File: src/rtl/cla_pipe_addsub.sv
// Pipelined carry-lookahead adder/subtractor: one GROUP-bit lookahead group per stage, WIDTH+1-bit signed result.
// Optional feature: define CLA_PIPE_SAT_EN to add the registered saturating SatSum output.
module cla_pipe_addsub #(
  parameter int WIDTH = 16,
  parameter int GROUP = 4
) (
  input  logic             clk,
  input  logic             rst_n,
  input  logic             in_valid,
  output logic             in_ready,
  input  logic [WIDTH-1:0] A,
  input  logic [WIDTH-1:0] B,
  input  logic             Sub,
  output logic             out_valid,
  input  logic             out_ready,
  output logic [WIDTH:0]   Sum,
  output logic             Ovf
`ifdef CLA_PIPE_SAT_EN
  ,
  output logic [WIDTH-1:0] SatSum
`endif
);
  localparam int NSTG = WIDTH / GROUP;

  logic                       en;
  logic [NSTG-1:0]            st_valid;
  logic [NSTG-1:0]            st_c;
  logic [NSTG-1:0]            nx_c;
  logic [NSTG-1:0][WIDTH-1:0] st_a;
  logic [NSTG-1:0][WIDTH-1:0] st_b;
  logic [NSTG-1:0][WIDTH-1:0] st_sum;
  logic [NSTG-1:0][WIDTH-1:0] nx_sum;
  logic                       msb_c;
  logic                       msb_p;
  logic [WIDTH:0]             fin_sum;
  logic                       fin_ovf;
  logic                       unused_bits;

  // One global stall: the whole pipe freezes while a result waits downstream.
  assign en       = !out_valid || out_ready;
  assign in_ready = en;

  for (genvar s = 0; s < NSTG; s++) begin : g_stage
    logic [GROUP-1:0] p;
    logic [GROUP-1:0] g;
    logic [GROUP:0]   cv;
    logic [WIDTH-1:0] ssum;
    logic             c;
    logic             t;

    // Every carry is a flat sum of products of p/g and the registered group carry-in.
    always_comb begin
      p     = st_a[s][s*GROUP +: GROUP] ^ st_b[s][s*GROUP +: GROUP];
      g     = st_a[s][s*GROUP +: GROUP] & st_b[s][s*GROUP +: GROUP];
      cv    = '0;
      c     = 1'b0;
      t     = 1'b0;
      cv[0] = st_c[s];
      for (int i = 0; i < GROUP; i++) begin
        c = st_c[s];
        for (int k = 0; k <= i; k++) c = c & p[k];
        for (int j = 0; j <= i; j++) begin
          t = g[j];
          for (int k = j + 1; k <= i; k++) t = t & p[k];
          c = c | t;
        end
        cv[i+1] = c;
      end
      ssum = st_sum[s];
      ssum[s*GROUP +: GROUP] = p ^ cv[GROUP-1:0];
    end

    assign nx_sum[s] = ssum;
    assign nx_c[s]   = cv[GROUP];

    if (s == NSTG - 1) begin : g_last
      assign msb_c = cv[GROUP-1];
      assign msb_p = p[GROUP-1];
    end
  end

  assign fin_sum = {msb_p ^ nx_c[NSTG-1], nx_sum[NSTG-1]};
  assign fin_ovf = nx_c[NSTG-1] ^ msb_c;

  // Consumed low operand bits of the last stage are intentionally dropped.
  assign unused_bits = ^{st_a[NSTG-1], st_b[NSTG-1]};

  always_ff @(posedge clk or negedge rst_n) begin
    if (!rst_n) begin
      st_valid  <= '0;
      st_c      <= '0;
      st_a      <= '0;
      st_b      <= '0;
      st_sum    <= '0;
      out_valid <= 1'b0;
      Sum       <= '0;
      Ovf       <= 1'b0;
    end else if (en) begin
      st_valid[0] <= in_valid;
      st_sum[0]   <= '0;
      if (in_valid) begin
        st_a[0] <= A;
        st_b[0] <= Sub ? ~B : B;
        st_c[0] <= Sub;
      end
      for (int s = 1; s < NSTG; s++) begin
        st_valid[s] <= st_valid[s-1];
        st_a[s]     <= st_a[s-1];
        st_b[s]     <= st_b[s-1];
        st_sum[s]   <= nx_sum[s-1];
        st_c[s]     <= nx_c[s-1];
      end
      out_valid <= st_valid[NSTG-1];
      Sum       <= fin_sum;
      Ovf       <= fin_ovf;
    end
  end

`ifdef CLA_PIPE_SAT_EN
  logic [WIDTH-1:0] fin_sat;

  // Clamp towards the true sign whenever the WIDTH-bit result wrapped.
  always_comb begin
    fin_sat = fin_sum[WIDTH-1:0];
    if (fin_ovf)
      fin_sat = fin_sum[WIDTH] ? {1'b1, {(WIDTH-1){1'b0}}} : {1'b0, {(WIDTH-1){1'b1}}};
  end

  always_ff @(posedge clk or negedge rst_n) begin
    if (!rst_n)
      SatSum <= '0;
    else if (en)
      SatSum <= fin_sat;
  end
`endif

endmodule

File: config.mk
export PLATFORM = sky130hd
export DESIGN_NAME = cla_pipe_addsub
export DESIGN_NICKNAME = d
export VERILOG_FILES = /design/src/rtl/cla_pipe_addsub.sv
export SDC_FILE = /design/constraint.sdc
export NUM_CORES = 1
export LEC_CHECK = 0
export ABC_CLOCK_PERIOD_IN_PS = 1800
export BUFFER_PORTS_ARGS = -buffer_cell sky130_fd_sc_hd__buf_2
export CAP_MARGIN = 20
export CELL_PAD_IN_SITES_DETAIL_PLACEMENT = 1
export CELL_PAD_IN_SITES_GLOBAL_PLACEMENT = 2
export CORE_ASPECT_RATIO = 0.8
export CORE_UTILIZATION = 34
export DETAILED_ROUTE_END_ITERATION = 10
export PLACE_DENSITY_LB_ADDON = 0.1
export SYNTH_ARGS = -nofsm -noshare
export SYNTH_HDL_FRONTEND = slang
export SYNTH_SLANG_ARGS = --single-unit
File: constraint.sdc
create_clock -name clk -period 1.8 [get_ports clk]
set_input_delay 0.36 -clock clk [delete_from_list [all_inputs] [get_ports clk]]
set_output_delay 0.36 -clock clk [all_outputs]
set_load 0.02 [all_outputs]
== After elaboration in Yosys (flattened, before gate mapping) ==
Index checks and enable logic that the tools add are counted.

* Register bits: 179
* Bits of input ports: 37
* Output and inout port bits: 20
* Logic and storage cells: 116

* Multiplexer cells: 1
* Bitwise logic cells: 95
* Reduce and logical (&&, ||, !) cells: 3

{| class="wikitable"
|+ Operators with widths
! cell !! count
|-
| bitwise AND 1 bit || 40
|-
| bitwise OR 1 bit || 40
|-
| XOR 4 bit || 8
|-
| bitwise AND 4 bit || 4
|-
| 2-to-1 mux 16 bit || 1
|-
| inverter 16 bit || 1
|-
| AND reduction 2 bit || 1
|-
| XOR 1 bit || 2
|-
| logical NOT 1 bit || 1
|-
| logical OR 1 bit || 1
|}

== Depth between registers and ports, before layout ==
* Depth after elaboration: 10
* Mapped depth: 7
* Gate-level depth less buffers: 5

== Worst setup path after synthesis ==
Ideal clock, no wire load.

* Path type: flip-flop to flip-flop
* From: register st_a[0] in the netlist's numbering
* To: register st_sum, in the netlist g_stage[1].ssum[3]
* Setup time: 0.120 ns
* Arrival time: 1.613 ns
* Path slack: 0.067 ns
* Stages on the path, launching flop included: 6
* Path buffers: 0
* Clock period less this slack: 1.733 ns
* Cells stage by stage: dfrtp_1 ha_1 ha_1 o211a_1 or3_1 a31o_2

* Longest elaborated chain between the ends: 8
* Elaborated cells between the ends (all ways): 11
* Those cells by class: bitwise: 11

{| class="wikitable"
|+ RTL lines
! item !! RTL line !! source
|-
| start, declared || 29 || <nowiki>logic [NSTG-1:0][WIDTH-1:0] st_a;</nowiki>
|-
| start signal, assigned by index || 108 || <nowiki>st_a[s] <= st_a[s-1];</nowiki>
|-
| XOR 4 bit || 53 || <nowiki>p = st_a[s][s*GROUP +: GROUP] ^ st_b[s][s*GROUP +: GROUP];</nowiki>
|-
| bitwise AND 1 bit (3 in series) || 61 || <nowiki>for (int k = 0; k <= i; k++) c = c & p[k];</nowiki>
|-
| bitwise OR 1 bit (*) (3 in series) || 65 || <nowiki>c = c | t;</nowiki>
|-
| XOR 4 bit (*) || 70 || <nowiki>ssum[s*GROUP +: GROUP] = p ^ cv[GROUP-1:0];</nowiki>
|-
| end signal, assigned by index || 110 || <nowiki>st_sum[s] <= nx_sum[s-1];</nowiki>
|-
| end, declared || 31 || <nowiki>logic [NSTG-1:0][WIDTH-1:0] st_sum;</nowiki>
|}

Every way passes the cells marked *; elsewhere a longest branch is shown, timed or not.
A chain may end at the register's enable or synchronous reset.

== Final worst setup path ==
* From: register st_b[0] in the netlist's numbering
* To: register st_sum, in the netlist g_stage[1].ssum[3]

* Longest elaborated chain between the ends: 8
* Elaborated cells between the ends (all ways): 11
* Those cells by class: bitwise: 11

{| class="wikitable"
|+ RTL lines
! item !! RTL line !! source
|-
| start, declared || 30 || <nowiki>logic [NSTG-1:0][WIDTH-1:0] st_b;</nowiki>
|-
| start signal, assigned by index || 109 || <nowiki>st_b[s] <= st_b[s-1];</nowiki>
|-
| XOR 4 bit || 53 ||
|-
| bitwise AND 1 bit (3 in series) || 61 ||
|-
| bitwise OR 1 bit (*) (3 in series) || 65 ||
|-
| XOR 4 bit (*) || 70 ||
|}

Marked as above.

==> key figures <==
Run status
  – Status: finished, final reports clean

Power and ir drop
  – Comb power frac: 0.352
  – Clock Power Share: 0.256
  – Pwr dens: between 1500 and 2000 nW/um^2
  – Tot Pwr: 13.0 mW
  – Net switching power: ~4.5 mW
  – Int Power: approximately 8.4 mW
  – Sequential share of power: 0.392
  – Leak: ~3.5 nW
  – Max IR drop VDD: 0.681 mV
  – Sw Ratio: 0.350

STA
  – Slew Limit Fails: 0
  – RSZ-0062 raised after global routing: false
  – Worst Skew: just over 0.005 ns
  – Fin. Hold Viols: 0
  – Finish-stage setup viols: 0
  – Period minus WS final: 1.73 ns
  – Tcrit/Tclk final: 0.962
  – Fmax: ~580 MHz
  – Setup tns final: 0 ns
  – Relative max-transition margin: 0.694
  – Slew @ Worst Pin: roughly 0.46 ns

Detailed routing
  – Via count: approximately 3,900
  – M1 wire length: between 6000 and 7000 um
  – DRC viols: 0
  – DR WL/cell: 14.7 um
  – Drt first pass iters: 4
  – Final ANT Viol Nets: 0
  – WL met2: between 5000 and 6000 um
  – Initial DRC count: around 160
  – Vias per inst: 4.57
  – Metal3 WL: approximately 420 um
  – Top layer reached by signal wires: met4
  – WL final: 12,600 um

Cells and area
  – Final std cells w/o fill: between 800 and 900
  – Layout cells sized above 1: 0.186
  – Finished Cell Area: just under 7000 um^2
  – # nets final: slightly below 700
  – Ant diodes: 0
  – Post-layout util: 0.431
  – Synth-to-Final Area Change: 21.8%

Placed design
  – Dpl cells: slightly above 800
  – Cell Area, Placed: about 6200 um^2
  – RePlAce Congestion: ~0.74
  – Final HPWL DP: approximately 8000 um
  – PortBufs: between 50 and 60

CTS
  – Maximum root-to-sink buffer count: 2
  – Worst-path clk slew: ~0.05 ns
  – CTS root buf: clkbuf_16
  – CTS tree: yes
  – TritonCTS buffer count: 17
  – Clk_lat worst skew: a little over 0.4 ns
  – Clk sink count: 131
  – H-tree depth: 4

Die
  – Cell Rows: just over 40
  – Starting Density: 0.354
  – Die area: around 17,000 um^2
  – Io pins: 57
  – Core area: roughly 16,000 um^2
  – Die Width: about 150 um
  – Die height: between 100 and 150 um

Logic synthesis
  – Distinct cells, synth: 36
  – Syn Inst Count: 568
  – Synthesized cell area: ~5700 um^2
  – Syn Nets: between 600 and 700
  – Synthesized area per cell: 10.0 um^2
  – FF+latch count, synth: roughly 130
  – Sequential share of the synthesized area: 0.577
  – Yosys Warn Count: 0

GRT
  – Total gr overflow: 0
  – First-pass GRT wire length: around 22,000 um
  – Initial antenna violation count: 0
  – GRT Resource Usage Total: 0.162
  – Largest net degree at the start of global routing: 103
  – Vias in the first global route: 4,137

Run
  – Max cap viols: 0

Worst setup path
  – Worst reg2reg path depth: 5
  – Kind of end point of the critical path: flip-flop
  – Setup crit start kind: flip-flop
  – Critical path data required time: between 2 and 2.5 ns
  – Kind of critical path: flip-flop to flip-flop
  – CP Max Fanout: 2
  – Worst endpoint data arrival time: ~2.0 ns

Min path
  – Hold Path Class: primary input to flip-flop
  – Hold depth: 2
==> synth_stat cells <==
| cell type | number | area share |
|---|---|---|
| dfrtp_1 | 131 | 0.58 |
| buf_6 | 3 | 0.0059 |
| nand2_1 | 235 | 0.16 |
| a21o_1 | 4 | 0.0053 |
| inv_1 | 7 | 0.0046 |
| o211ai_1 | 1 | 0.0013 |
| o31ai_1 | 6 | 0.0079 |
| a31o_2 | 1 | 0.0015 |
| a21oi_1 | 38 | 0.033 |
| nand2b_1 | 3 | 0.0033 |
| a211o_1 | 1 | 0.0015 |
| nand3_1 | 3 | 0.0026 |
| nor3_1 | 6 | 0.0053 |
| fa_1 | 4 | 0.014 |
| mux2_4 | 10 | 0.026 |
| and2_1 | 2 | 0.0022 |
| clkbuf_1 | 16 | 0.011 |
| or3_1 | 1 | 0.0011 |
| a22oi_1 | 1 | 0.0013 |
| ha_1 | 20 | 0.044 |
| xnor2_1 | 17 | 0.026 |
| a211oi_1 | 1 | 0.0013 |
| inv_2 | 1 | 0.00066 |
| o21a_1 | 10 | 0.013 |
| xor2_1 | 3 | 0.0046 |
| mux2_2 | 5 | 0.0099 |
| buf_2 | 12 | 0.011 |
| o31a_1 | 2 | 0.0031 |
| a31oi_1 | 1 | 0.0011 |
| nor2b_4 | 1 | 0.0024 |
| nand4_1 | 1 | 0.0011 |
| o21ai_0 | 8 | 0.0071 |
| o211a_1 | 3 | 0.0053 |
| nand4b_1 | 1 | 0.0015 |
| nor3b_1 | 1 | 0.0013 |
| nor2_1 | 8 | 0.0053 |
==> worst max-delay path, cell delays in order (launching register included) <==
cell	delay [ns]
dfrtp_1	0.38
ha_1	0.30
ha_2	0.18
o211a_1	0.21
or3_1	0.30
a31o_2	0.24
==> registers in the layout, indices dropped and copies added (netlist names) <==
name and cells:
st_c 4, out_valid 1, Sum 17, g_stage.ssum 12, st_b 40, Ovf 1
st_valid 4, fin_sum 12, st_a 40
==> area by class of cell <==
class	count	area [um^2]
inverter	8	35.0
multi-input combinational	398	2220
timing repair buffer	77	549
fill	1821	9140
clock buffer	26	489
tap	215	269
clock inverter	5	75.1
sequential	131	3280
==> kinds of logic (layout without fill, tap and decap cells) <==
logic type,after synthesis,in the layout,synth area share
buf+inv,39,116,0.0324
simple gates,262,262,0.182
compound gates,77,77,0.0835
xor+xnor,20,20,0.0308
fa+ha+maj,24,24,0.0582
flops,131,131,0.577
mux,15,15,0.0364
==> per-stage QoR <==
step / hold WS, ns / setup WS [ns]
finish: 0.180 / 0.0677
global route: 0.161 / 0.0212
CTS: 0.162 / 0.0135
detailed placement: 0.229 / -0.00114
global placement: 0.232 / 0.0284
floorplan: 0.0644 / 0.0666
==> layout by cell type (no fill, tap or decap), drive strengths merged, types with 3 or more instances in the layout <==
cell type	Yosys	final
mux2	15	15
nand2b	3	3
nand2	235	235
a21oi	38	38
fa	4	4
nand3	3	3
inv	8	7
nor2	8	8
ha	20	20
a21o	4	4
o21a	10	10
clkbuf	16	26
xnor2	17	17
clkinv	0	4
xor2	3	3
buf	15	74
o211a	3	3
nor3	6	6
dfrtp	131	131
o21ai	8	8
o31ai	6	6
==> worst paths after layout <==
check	start	to	slack (ns)
hold / removal	A[2]	st_a[2]	0.18
setup / recovery	st_b[0]	g_stage[1].ssum[3]	0.07
setup reg to reg	st_b[0]	g_stage[1].ssum[3]	0.07
hold reg to reg	Sum[3]	Sum[3]	0.46
max in group asynchronous	rst_n	g_stage[1].ssum[0]	0.88
min in group asynchronous	rst_n	Sum[5]	0.37
==> per-layer routing <==
layer  GRT usage  up-vias
met4      0.0527        0
met2       0.232       59
met3      0.0399       12
li1            -     1963
met5           0        -
met1       0.236     1900
==> power by group through the flow <==
stage / clock network [mW] / logic, mW / registers [mW]
CTS: 3.43 / 4.55 / 5.11
finish: 3.33 / 4.57 / 5.09
detailed placement: 0 / 4.38 / 5.14
global placement: 0 / 4.23 / 5.09
global route: 3.57 / 5.26 / 5.26
floorplan: 0 / 3.01 / 5.17
==> what timing repair did <==
action,4_1_cts,5_1_grt
gates resized for setup,2,1
buffers inserted,1,6
endpoints found under the setup margin,2,5
hold buffers,1,0
pin swaps,0,4
gates cloned,2,0
hold endpoints to repair,19,0
Power figures use the tool's default switching activity.
